### src/rtl/m_seq_src_if.sv
// m_seq_src_if: registered output stream of the sequence source.
// master drives data/valid/last and samples ready; slave is the consumer.
interface m_seq_src_if #(
  parameter int DATA_W = 32
);
  logic [DATA_W-1:0] m_seq_src_out_data;
  logic              m_seq_src_out_valid;
  logic              m_seq_src_out_ready;
  logic              m_seq_src_out_last;

  modport master (
    output m_seq_src_out_data,
    output m_seq_src_out_valid,
    output m_seq_src_out_last,
    input  m_seq_src_out_ready
  );

  modport slave (
    input  m_seq_src_out_data,
    input  m_seq_src_out_valid,
    input  m_seq_src_out_last,
    output m_seq_src_out_ready
  );
endinterface

### src/rtl/m_seq_src.sv
// m_seq_src: sequence source (constant, all-ones, up/down ramp) on a
// registered valid/ready stream. Ports: clk, async active-low reset,
// sync init, in_disable stall, cfg_* (sampled at launch), start pulse,
// m_seq_src_out stream (data/valid/ready/last), busy, done pulse.
// Macro M_SEQ_SRC_SAT_EN: ramps clamp at all-ones / zero instead of wrapping.
module m_seq_src #(
  parameter int DATA_W = 32,
  parameter int CNT_W  = 16
) (
  input  logic              m_seq_src_clk,
  input  logic              m_seq_src_reset,
  input  logic              m_seq_src_init,
  input  logic              m_seq_src_in_disable,
  input  logic [1:0]        m_seq_src_cfg_mode,
  input  logic [DATA_W-1:0] m_seq_src_cfg_start,
  input  logic [DATA_W-1:0] m_seq_src_cfg_stride,
  input  logic [CNT_W-1:0]  m_seq_src_cfg_len,
  input  logic              m_seq_src_start,
  m_seq_src_if.master       m_seq_src_out,
  output logic              m_seq_src_busy,
  output logic              m_seq_src_done
);

  typedef enum logic {
    IDLE,
    RUN
  } state_t;

  typedef enum logic [1:0] {
    M_CONST,
    M_UP,
    M_DOWN,
    M_ONES
  } mode_t;

  state_t            state, state_n;
  mode_t             mode, mode_n;
  logic [DATA_W-1:0] stride, stride_n;
  logic [CNT_W-1:0]  len, len_n;
  logic [CNT_W-1:0]  count, count_n;
  logic [DATA_W-1:0] data, data_n;
  logic              valid, valid_n;
  logic              last, last_n;
  logic              busy, busy_n;
  logic              done, done_n;

  logic              xfer;
  logic [DATA_W-1:0] up_val;
  logic [DATA_W-1:0] dn_val;
  logic [CNT_W-1:0]  cnt_inc;

  assign xfer = valid
              & m_seq_src_out.m_seq_src_out_ready
              & ~m_seq_src_in_disable;

  assign cnt_inc = count + CNT_W'(1);

`ifdef M_SEQ_SRC_SAT_EN
  logic [DATA_W:0] up_sum;
  assign up_sum = {1'b0, data} + {1'b0, stride};
  assign up_val = up_sum[DATA_W] ? '1 : up_sum[DATA_W-1:0];
  assign dn_val = (stride > data) ? '0 : data - stride;
`else
  assign up_val = data + stride;
  assign dn_val = data - stride;
`endif

  always_comb begin
    state_n  = state;
    mode_n   = mode;
    stride_n = stride;
    len_n    = len;
    count_n  = count;
    data_n   = data;
    valid_n  = valid;
    last_n   = last;
    busy_n   = busy;
    done_n   = 1'b0;
    unique case (state)
      IDLE: begin
        if (m_seq_src_start) begin
          mode_n   = mode_t'(m_seq_src_cfg_mode);
          stride_n = m_seq_src_cfg_stride;
          len_n    = m_seq_src_cfg_len;
          count_n  = '0;
          data_n   = (mode_t'(m_seq_src_cfg_mode) == M_ONES)
                   ? '1 : m_seq_src_cfg_start;
          valid_n  = 1'b1;
          busy_n   = 1'b1;
          last_n   = (m_seq_src_cfg_len == CNT_W'(1));
          state_n  = RUN;
        end
      end
      RUN: begin
        if (xfer) begin
          if (last) begin
            valid_n = 1'b0;
            last_n  = 1'b0;
            busy_n  = 1'b0;
            done_n  = 1'b1;
            state_n = IDLE;
          end else begin
            count_n = cnt_inc;
            unique case (mode)
              M_UP:    data_n = up_val;
              M_DOWN:  data_n = dn_val;
              default: data_n = data;
            endcase
            // len=0 is endless: never flag last even when count hits all-ones
            last_n = (len != '0) && (cnt_inc == len - CNT_W'(1));
          end
        end
      end
      default: state_n = IDLE;
    endcase
  end

  always_ff @(posedge m_seq_src_clk or negedge m_seq_src_reset) begin
    if (!m_seq_src_reset) begin
      state  <= IDLE;
      mode   <= M_CONST;
      stride <= '0;
      len    <= '0;
      count  <= '0;
      data   <= '0;
      valid  <= 1'b0;
      last   <= 1'b0;
      busy   <= 1'b0;
      done   <= 1'b0;
    end else if (m_seq_src_init) begin
      state  <= IDLE;
      mode   <= M_CONST;
      stride <= '0;
      len    <= '0;
      count  <= '0;
      data   <= '0;
      valid  <= 1'b0;
      last   <= 1'b0;
      busy   <= 1'b0;
      done   <= 1'b0;
    end else begin
      state  <= state_n;
      mode   <= mode_n;
      stride <= stride_n;
      len    <= len_n;
      count  <= count_n;
      data   <= data_n;
      valid  <= valid_n;
      last   <= last_n;
      busy   <= busy_n;
      done   <= done_n;
    end
  end

  assign m_seq_src_out.m_seq_src_out_data  = data;
  assign m_seq_src_out.m_seq_src_out_valid = valid;
  assign m_seq_src_out.m_seq_src_out_last  = last;
  assign m_seq_src_busy = busy;
  assign m_seq_src_done = done;

endmodule

### src/flat_wrapper.sv
// flat-port wrapper written by rule: the top's interface ports become plain ports
module m_seq_src_flat 
#(
  parameter int DATA_W = 32,
  parameter int CNT_W  = 16
)
  (m_seq_src_clk, m_seq_src_reset, m_seq_src_init, m_seq_src_in_disable, m_seq_src_cfg_mode, m_seq_src_cfg_start, m_seq_src_cfg_stride, m_seq_src_cfg_len, m_seq_src_start, m_seq_src_busy, m_seq_src_done, m_seq_src_out_m_seq_src_out_data, m_seq_src_out_m_seq_src_out_valid, m_seq_src_out_m_seq_src_out_last, m_seq_src_out_m_seq_src_out_ready);
  m_seq_src_if #(.DATA_W(DATA_W)) m_seq_src_out_i ();
  input  logic m_seq_src_clk;
  input  logic m_seq_src_reset;
  input  logic m_seq_src_init;
  input  logic m_seq_src_in_disable;
  input  logic [1:0] m_seq_src_cfg_mode;
  input  logic [DATA_W-1:0] m_seq_src_cfg_start;
  input  logic [DATA_W-1:0] m_seq_src_cfg_stride;
  input  logic [CNT_W-1:0] m_seq_src_cfg_len;
  input  logic m_seq_src_start;
  output logic m_seq_src_busy;
  output logic m_seq_src_done;
  output wire logic [$bits(m_seq_src_out_i.m_seq_src_out_data)-1:0] m_seq_src_out_m_seq_src_out_data;
  output wire logic [$bits(m_seq_src_out_i.m_seq_src_out_valid)-1:0] m_seq_src_out_m_seq_src_out_valid;
  output wire logic [$bits(m_seq_src_out_i.m_seq_src_out_last)-1:0] m_seq_src_out_m_seq_src_out_last;
  input wire logic [$bits(m_seq_src_out_i.m_seq_src_out_ready)-1:0] m_seq_src_out_m_seq_src_out_ready;
  assign m_seq_src_out_m_seq_src_out_data = m_seq_src_out_i.m_seq_src_out_data;
  assign m_seq_src_out_m_seq_src_out_valid = m_seq_src_out_i.m_seq_src_out_valid;
  assign m_seq_src_out_m_seq_src_out_last = m_seq_src_out_i.m_seq_src_out_last;
  assign m_seq_src_out_i.m_seq_src_out_ready = m_seq_src_out_m_seq_src_out_ready;
  m_seq_src #(.DATA_W(DATA_W), .CNT_W(CNT_W)) u_core (.m_seq_src_clk(m_seq_src_clk), .m_seq_src_reset(m_seq_src_reset), .m_seq_src_init(m_seq_src_init), .m_seq_src_in_disable(m_seq_src_in_disable), .m_seq_src_cfg_mode(m_seq_src_cfg_mode), .m_seq_src_cfg_start(m_seq_src_cfg_start), .m_seq_src_cfg_stride(m_seq_src_cfg_stride), .m_seq_src_cfg_len(m_seq_src_cfg_len), .m_seq_src_start(m_seq_src_start), .m_seq_src_out(m_seq_src_out_i), .m_seq_src_busy(m_seq_src_busy), .m_seq_src_done(m_seq_src_done));
endmodule
### config.mk
export PLATFORM = sky130hd
export DESIGN_NAME = m_seq_src_flat
export DESIGN_NICKNAME = d
export VERILOG_FILES = /design/src/rtl/m_seq_src_if.sv /design/src/rtl/m_seq_src.sv /design/src/flat_wrapper.sv
export SDC_FILE = /design/constraint.sdc
export NUM_CORES = 1
export LEC_CHECK = 0
export ABC_AREA = 1
export CAP_MARGIN = 0
export CORE_UTILIZATION = 50
export CTS_CLUSTER_SIZE = 28
export DETAILED_ROUTE_END_ITERATION = 12
export PLACE_DENSITY_LB_ADDON = 0.25
export SYNTH_ARGS = -nofsm -noshare
export SYNTH_HDL_FRONTEND = slang
export SYNTH_SLANG_ARGS = --single-unit
### constraint.sdc
create_clock -name m_seq_src_clk -period 3.15 [get_ports m_seq_src_clk]
set_input_delay 0.7875 -clock m_seq_src_clk [delete_from_list [all_inputs] [get_ports m_seq_src_clk]]
set_output_delay 0.7875 -clock m_seq_src_clk [all_outputs]
set_load 0.05 [all_outputs]
== Yosys cells after proc, flatten, opt, wreduce, memory -nomap -nowiden ==
Index checks and enable logic that the tools add are counted.

* Bits of input ports: 88
* Register bits after elaboration: 102
* Word-level logic and storage cells: 76

* Mux-type cells: 40
* Add/subtract/negate cells: 4
* Reductions and logical operators: 8
* Bitwise logic cells: 4
* Equality and inequality tests: 11

{| class="wikitable"
|+ Operators by type and width
! cell !! count
|-
| two-way mux 32 bit || 8
|-
| case mux 32 bit (2 select lines) || 2
|-
| two-way mux 16 bit || 7
|-
| adder 32 bit || 1
|-
| case mux 16 bit (2 select lines) || 1
|-
| subtractor 32 bit || 1
|-
| adder 16 x 1 -> 16 bit, second input constant || 1
|-
| == test 16 x 1 -> 1 bit, second input constant || 1
|-
| == test 16 bit || 1
|-
| two-way mux 1 bit || 16
|-
| nonzero test 16 bit || 1
|-
| subtractor 16 x 1 -> 16 bit, second input constant || 1
|-
| inequality test 3 bit, second input constant || 4
|-
| two-way mux 2 bit || 3
|-
| case mux 1 bit (2 select lines) || 3
|-
| AND reduction 3 bit || 2
|-
| == test 2 bit, second input constant || 2
|-
| inequality test 4 bit, second input constant || 1
|-
| AND reduction 2 bit || 2
|-
| AND reduction 4 bit || 1
|-
| bitwise AND 1 bit || 2
|-
| == test 2 x 1 -> 1 bit, second input constant || 1
|-
| inequality test 2 bit, second input constant || 1
|-
| inverter 1 bit || 2
|-
| 2 further kinds || 2
|}

== Logic depth before layout (Yosys ltp) ==
Gate-level depths: netlist of run 1.

* Depth after elaboration: 7
* Mapped depth: 23

== Worst setup path before layout of run 1 ==
Ideal clock, no wire load.

* Path type: reg-to-reg
* Start: register u_core.stride[0]
* End: register u_core.data[31], in the netlist u_core.m_seq_src_out.m_seq_src_out_data[31]
* Data arrival time: 2,909 ps
* Cell stages (with the launch flop): 23
* Path slack: 123 ps
* Library setup time: 118 ps
* Data required time: 3,032 ps
* Cell sequence: dfrtp_1 -> inv_1 -> ha_1 -> nand3_1 -> nor2_1 -> nand3_1 -> nand3b_1 -> inv_1 -> nand2_1 -> o21ai_2 -> o21ai_0 -> xor2_1 -> ha_1 -> nand2_1 -> nor2_1 -> inv_1 -> nor4_1 -> and2_1 -> nor2_1 -> nand2_1 -> nand3_1 -> nand2_1 -> nand2_1

* Longest elaborated chain between the ends: 6
* Elaborated cells on any way between the ends: 7
* Classes of those cells: add/sub: 2; mux: 5

{| class="wikitable"
|+ RTL lines
! element !! RTL line !! text
|-
| start: declaration || m_seq_src.sv:38 || <nowiki>logic [DATA_W-1:0] stride, stride_n;</nowiki>
|-
| start signal: assignment || m_seq_src.sv:144 || <nowiki>stride <= stride_n;</nowiki>
|-
| subtractor 32 bit or adder 32 bit (tied branches) || m_seq_src.sv:65, m_seq_src.sv:64 ||
|-
| case mux 32 bit (2 select lines) * || m_seq_src.sv:104 || <nowiki>unique case (mode)</nowiki>
|-
| two-way mux 32 bit * || m_seq_src.sv:96 || <nowiki>if (last) begin</nowiki>
|-
| two-way mux 32 bit * || m_seq_src.sv:95 || <nowiki>if (xfer) begin</nowiki>
|-
| case mux 32 bit (2 select lines) * || m_seq_src.sv:79 || <nowiki>unique case (state)</nowiki>
|-
| two-way mux 32 bit * || m_seq_src.sv:130 || <nowiki>end else if (m_seq_src_init) begin</nowiki>
|-
| end signal: assignment || m_seq_src.sv:147 || <nowiki>data <= data_n;</nowiki>
|-
| end: declaration || m_seq_src.sv:41 || <nowiki>logic [DATA_W-1:0] data, data_n;</nowiki>
|}

Every way passes the cells marked *; elsewhere a longest branch is shown, timed or not. The select of a mux whose other input is x is not followed.
A chain may end at the register's enable or synchronous reset.

== Worst setup path after layout of run 1 ==
* Start: register u_core.stride[0]
* End: register u_core.data[29], in the netlist u_core.m_seq_src_out.m_seq_src_out_data[29]

The elaborated chain is that of the path after synthesis.

==> results of run 1 <==
## Yosys cell counts
cell type  count
xnor2_1        3
nand3b_1       6
o41ai_1        2
and2_1         2
or2_2          1
o21ai_1       20
ha_1          35
nand4_1       23
o21bai_1       5
nor2_1       135
a31oi_1        2
o311ai_1       3
inv_4          1
nand3_2        1
a21oi_1       66
o21a_1         3
o22ai_1       27
dfrtp_1      102
o2111ai_1      1
nand3_1      133
a21boi_0       2
clkinv_1       3
o31ai_1        8
o21ai_2        3
o21ai_0       74
nor2_2         6
buf_1          2
nand2_4        1
xor2_1        41
nand2_2        7
inv_2          6
fa_1           1
nor4_1         5
buf_4          1
nor2_4         5
buf_6          2
clkbuf_1      27
a21o_1         7
inv_1        153
nor3_1        14
a31o_2         1
buf_2          2
nand2_1      337
## stage by stage
step	cells	setup TNS [ps]
6_report	1717	-901.3
5_1_grt	1717	-3954
4_1_cts	1707	-1038
3_5_place_dp	1678	-4542
3_3_place_gp	1678	-3418
2_1_floorplan	1279	0
## sequential cells by signal, summed over array words and instances, names as in the netlist
register	cells
u_core.m_seq_src_done	1
u_core.m_seq_src_out.m_seq_src_out_last	1
u_core.m_seq_src_out.m_seq_src_out_valid	1
u_core.len	16
u_core.stride	32
u_core.m_seq_src_out.m_seq_src_out_data	32
u_core.count	16
u_core.mode	2
u_core.state	1
## report_power, final
group          total [mW]  internal, mW  switching, mW
registers            1.96          1.59          0.366
clock network        1.15         0.572          0.574
logic                9.03          3.54           5.50
total                12.1          5.70           6.44
## cells in the final DEF, fill, tap and decap left out, types with 9 or more instances in the layout
cell type,count
a21oi_1,39
a21oi_2,20
buf_4,107
buf_6,9
clkbuf_16,9
clkdlybuf4s50_1,122
dfrtp_1,102
ha_1,23
ha_4,10
inv_1,138
inv_2,21
nand2_1,296
nand2_2,33
nand2_4,14
nand3_1,119
nand3_2,13
nand4_1,23
nor2_1,111
nor2_2,16
nor2_4,19
o21ai_0,52
o21ai_1,27
o21ai_2,16
o22ai_1,27
xor2_1,34
## worst min-delay path by stage
stage | start | to | slack [ps] | depth (start not counted)
2_1_floorplan | m_seq_src_reset | u_core.count[0] | 490 | 0
3_3_place_gp | u_core.m_seq_src_out.m_seq_src_out_data[27] | u_core.m_seq_src_out.m_seq_src_out_data[27] | 500 | 2
3_5_place_dp | u_core.m_seq_src_out.m_seq_src_out_data[27] | u_core.m_seq_src_out.m_seq_src_out_data[27] | 510 | 2
4_1_cts | m_seq_src_reset | u_core.m_seq_src_out.m_seq_src_out_data[16] | 360 | 1
5_1_grt | m_seq_src_reset | u_core.m_seq_src_out.m_seq_src_out_data[2] | 380 | 1
6_report | m_seq_src_reset | u_core.m_seq_src_out.m_seq_src_out_data[3] | 360 | 1
## area by class of cell
cell class / instances / area share [%]
clock buffers: 10 / 2.010
clock inverters: 6 / 0.4421
flip-flops and latches: 102 / 21.47
repair buffers: 240 / 18.22
well taps: 216 / 2.273
inverters: 163 / 5.168
multi-input cells: 980 / 50.42
## metal layers
metal	routed length, µm	track usage (%)	up-vias
met5	0	0	-
met4	767	11.22	0
met3	2093	4.275	63
met2	13710	54.40	388
met1	13820	50.92	4414
li1	-	-	4646
## worst max-delay path, cell delays in order (launching register included)
cell and delay [ps]:
dfrtp_1 400, inv_2 80, ha_4 150, nand3_4 90
nor2_4 110, nand3_2 90, nand3b_1 270, inv_2 150
nand2_4 80, o21ai_4 170, o21ai_2 90, xor2_1 140
ha_1 350, a21oi_2 180, buf_4 120, o21ai_1 90
nand4_1 100, nand2_1 70, a21oi_2 140, nand2_1 80
nand2_1 60, nand3_1 70, nand2_1 70, nand2_1 50
## cell families after synthesis
family,count (synthesis),synth area share (%)
simple gates,676,34.91
compound gates,224,15.11
flops,102,30.67
xor+xnor,44,4.631
fa+ha+maj,36,5.503
buf+inv,197,9.172
## what timing repair did
action                     in CTS  in global routing
pin swaps                      41                 66
hold buffers                    0                  0
buffers inserted               13                 10
setup endpoints to repair      18                 23
gates resized for setup       105                160
==> reports/metrics.csv, run 1 <==
metric,value,unit
grt_overflow,0,
cts_buffers,9,
synth_area_leader_cell,dfrtp_1,
antenna_found_initial,0,
cts_buffer_depth,2,
maxCapViolations,0,
maxSlewHeadroom,53.25,%
status,"complete, but fails checks",
setup_slack,-132.2,ps
grt_use_total,35.17,%
core,16060,µm²
rsz0062_at_grt,yes,
dpl-instance-area,10400,µm²
port_buffers,123,
num_antenna_cells,0,
syn_inst,1279,
ctsHtreeMaxLevel,3,
pre_cts_slack,-480.5,ps
netlist_area,8322,µm²
die_h,131.0,µm
grt_pass1_vias,8673,
num_rows,46,
synth_top_area_share,30.67,%
wl_per_cell,17.70,µm
area_growth,42.85,%
r2r_slack,-130,ps
num_vias,9511,
grt_pass1_wl,45430,µm
ys_types,43,
multi_input_area,5993,µm²
syn_avg_cell_area,6.506,µm²
synth-seq-area-share,30.67,%
period_needed,3282,ps
power,12.14,mW
synth-seq-cells,102,
initial_core_util,51.82,%
fin_util,74.03,%
clkSlewWorstSetupHoldPaths,80,ps
finalCritPeriodShare,104.2,%
drv_slew,0,
io_pins,124,
cts.sinks,102,
die_x,131.0,µm
clk_latency,370,ps
synth_area_leaders,"dfrtp_1, nand2_1, nand3_1",
setup_viol,12,
cp_max_fo,4,
arrival,3540,ps
p_leak,5.726,nW
powerDensity,1021,nW/µm²
syn_nets,1403,
fmax,304.7,MHz
endpoint_kind,flop,
fillerInstances,1274,
drive_gt1_share,22.78,%
hold_ws,355.3,ps
violations,setup timing,
r2r_end,u_core.m_seq_src_out.m_seq_src_out_data[29],
dpl.hpwl,22790,µm
first_pass_iters,7,
required,3410,ps
drt_wl_total,30380,µm
worst_slew_pin_slew,699.5,ps
place.gp.congestion,0.9980,
ir_drop,0.0004924,V
nets,1620,
cts_tree,built,
crit_type,flop to flop,
route.detailed.drc,0,
startpoint_type,flop,
die_area,17160,µm²
finalClockSkew,11.18,ps
synth_warnings,0,
hold_viol,0,
rr_worst_depth,23,
final_area,11890,µm²
cts_root_buf,clkbuf_16,
r2r-start,u_core.stride[0],
cp-startpoint,u_core.stride[0],
grt_max_degree,76,
endpoint,u_core.m_seq_src_out.m_seq_src_out_data[29],
hp-class,input pin to asynchronous set/reset pin,
seqCellArea,2552,µm²
drtIter0Drc,911,
viasPerCell,5.539,
ant_nets,0,
Power figures use the tool's default switching activity.
==> run 2: changes to the inputs <==
==> constraint.sdc (replaced) <==
create_clock -name m_seq_src_clk -period 3.15 [get_ports m_seq_src_clk]
set_input_delay 0.4725 -clock m_seq_src_clk [delete_from_list [all_inputs] [get_ports m_seq_src_clk]]
set_output_delay 0.4725 -clock m_seq_src_clk [all_outputs]
set_load 0.05 [all_outputs]
==> run 2 against run 1 <==
- the flow still finishes with violations (setup timing)
- global-route usage shrank 0.38 points
- count of clock-buffer cells in the layout fell by 1
- final cell count grew 0.29%
- largest cell class unchanged
==> reports/metrics.csv, run 2 (same netlist as run 1, synthesis figures left out) <==
metric,value,unit
pre_cts_slack,-468.4,ps
period_needed,3369,ps
power,11.75,mW
cp_max_fo,4,
place.gp.congestion,0.9532,
num_rows,46,
cts_root_buf,clkbuf_16,
grt_pass1_wl,45040,µm
grt_use_total,34.79,%
crit_type,flop to flop,
worst_slew_pin_slew,887.4,ps
grt_overflow,0,
arrival,3630,ps
ant_nets,0,
area_growth,40.32,%
clk_latency,370,ps
cpMaxStageDelayCell,dfrtp_1,
wl_per_cell,17.08,µm
cts_buffers,9,
cts.sinks,102,
fillerInstances,1285,
die_area,17160,µm²
maxSlewHeadroom,40.77,%
first_pass_iters,5,
num_vias,9503,
maxCapViolations,0,
final_cells,1722,
r2r_slack,-220,ps
dpl.hpwl,22350,µm
initial_core_util,51.82,%
dpl-instance-area,10520,µm²
viasPerCell,5.519,
critical-path-top-delay-family,simple AND/OR/NAND/NOR gates,
fmax,296.8,MHz
setup_viol,15,
critical_path.cell_chain,inv_2 > ha_4 > nand3_4 > nor2_4 > nand3_2 > nand3b_1 > inv_2 > nand2_2 > o21ai_2 > xor2_1 > ha_1 > nand2_2 > buf_6 > nor2_4 > nand2_2 > nor4_4 > nand2_1 > nand4_1 > nand2_1 > o21ai_1 > nand2_1,
final_area,11680,µm²
grt_pass1_vias,8824,
ir_drop,0.0005354,V
nets,1625,
powerDensity,1006,nW/µm²
finalClockSkew,7.896,ps
antenna_found_initial,0,
final_common_cell,nand2_1,
ctsHtreeMaxLevel,3,
endpoint_kind,flop,
layout_common_cells,"nand2_1, inv_1, nand3_1",
die_x,131.0,µm
slowest_delay,390,ps
cts_buffer_depth,2,
cts_tree,built,
drv_slew,0,
p_leak,5.696,nW
rr_worst_depth,21,
rsz0062_at_grt,yes,
drive_gt1_share,19.72,%
drtIter0Drc,707,
io_pins,124,
critPathBufInv,3,
r2r_end,u_core.m_seq_src_out.m_seq_src_out_data[26],
required,3410,ps
dp.cells,1695,
clkSlewWorstSetupHoldPaths,80,ps
violations,setup timing,
finalCritPeriodShare,107.0,%
drt_wl_total,29420,µm
route.detailed.drc,0,
setup_slack,-219.3,ps
die_h,131.0,µm
hold_viol,0,
startpoint_type,flop,
num_antenna_cells,0,
port_buffers,123,
r2r-start,u_core.stride[0],
hp-class,input pin to asynchronous set/reset pin,
status,"complete, but fails checks",
grt_max_degree,103,
core,16060,µm²
run 2: cell types whose count changed in the layout (fill, tap and decap cells not counted), moves of 4 or more:
cell | previous run | this run
nand2_1 | 296 | 313
nand2_2 | 33 | 22
buf_4 | 107 | 117
inv_1 | 138 | 145
inv_2 | 21 | 14
nand2_4 | 14 | 9
nand3_1 | 119 | 124
nand3_2 | 13 | 8
nor3_4 | 5 | 0
o21ai_2 | 16 | 11
buf_6 | 9 | 5
ha_4 | 10 | 6
o21ai_1 | 27 | 31
run 2: what timing repair did:
action	CTS	global route
resized for setup	84	112
setup buffers	10	4
pin swaps	34	44
hold buffers	0	0
endpoints found under the setup margin	20	23
run 2: layout make-up:
type | instances | area (µm²) | area share, %
Tap cell | 216 | 270.3 | 2.314
Clock buffer | 9 | 225.2 | 1.929
Multi-Input combinational cell | 980 | 5748 | 49.22
Sequential cell | 102 | 2552 | 21.86
Timing Repair Buffer | 245 | 2176 | 18.63
Clock inverter | 7 | 91.34 | 0.7822
Inverter | 163 | 614.3 | 5.261
run 2: layer usage:
metal / vias up / global-route usage, % / share of wire [%]
met5: - / 0 / 0
met4: 0 / 10.28 / 2.1
met3: 45 / 6.107 / 7.2
met2: 351 / 55.71 / 46
met1: 4456 / 47.96 / 45
li1: 4651 / - / -
run 2: worst max-delay path by stage:
stage	from	to	slack, ps	depth (start not counted)
floorplan	u_core.stride[0]	u_core.m_seq_src_out.m_seq_src_out_data[31]	120	22
CTS	u_core.stride[0]	u_core.m_seq_src_out.m_seq_src_out_data[31]	-160	22
finish	u_core.stride[0]	u_core.m_seq_src_out.m_seq_src_out_data[26]	-220	21
detailed placement	u_core.stride[0]	u_core.m_seq_src_out.m_seq_src_out_data[29]	-470	21
global placement	u_core.stride[0]	u_core.m_seq_src_out.m_seq_src_out_data[29]	-460	21
global route	u_core.stride[0]	u_core.m_seq_src_out.m_seq_src_out_data[26]	-380	21
run 2: worst reg2reg max path: stages (launching register included):
cell and delay, ps:
dfrtp_1 390, inv_2 80, ha_4 150, nand3_4 90, nor2_4 120, nand3_2 100, nand3b_1 280, inv_2 120
nand2_2 80, o21ai_2 150, xor2_1 100, ha_1 380, nand2_2 110, buf_6 140, nor2_4 110, nand2_2 90
nor4_4 290, nand2_1 120, nand4_1 120, nand2_1 50, o21ai_1 120, nand2_1 60
run 2: metrics by stage:
step | hold WS (ps) | TNS, ps | util (%)
CTS | 200.0 | -1149 | 69.70
detailed placement | 512.6 | -5830 | 65.50
floorplan | 176.9 | 0 | -
global route | 222.5 | -5041 | 72.72
finish | 158.4 | -1865 | 72.72
global placement | 502.0 | -4797 | 65.50
run 2: power by group:
part	internal (mW)	leakage [nW]	switching [mW]
Combinational	3.39	4.18	5.18
Clock	0.635	0.151	0.588
Sequential	1.59	1.36	0.361
==> run 3: changes to the inputs <==
--- a/config.mk
+++ b/config.mk
@@ -8,6 +8,7 @@
 export ABC_AREA = 1
 export CAP_MARGIN = 0
 export CORE_UTILIZATION = 50
+export CTS_BUF_LIST = sky130_fd_sc_hd__clkbuf_8 sky130_fd_sc_hd__clkbuf_16
 export CTS_CLUSTER_SIZE = 28
 export DETAILED_ROUTE_END_ITERATION = 12
 export PLACE_DENSITY_LB_ADDON = 0.25
==> results of run 3 <==
No change in the layout: final DEF, timing and power equal those of run 2.
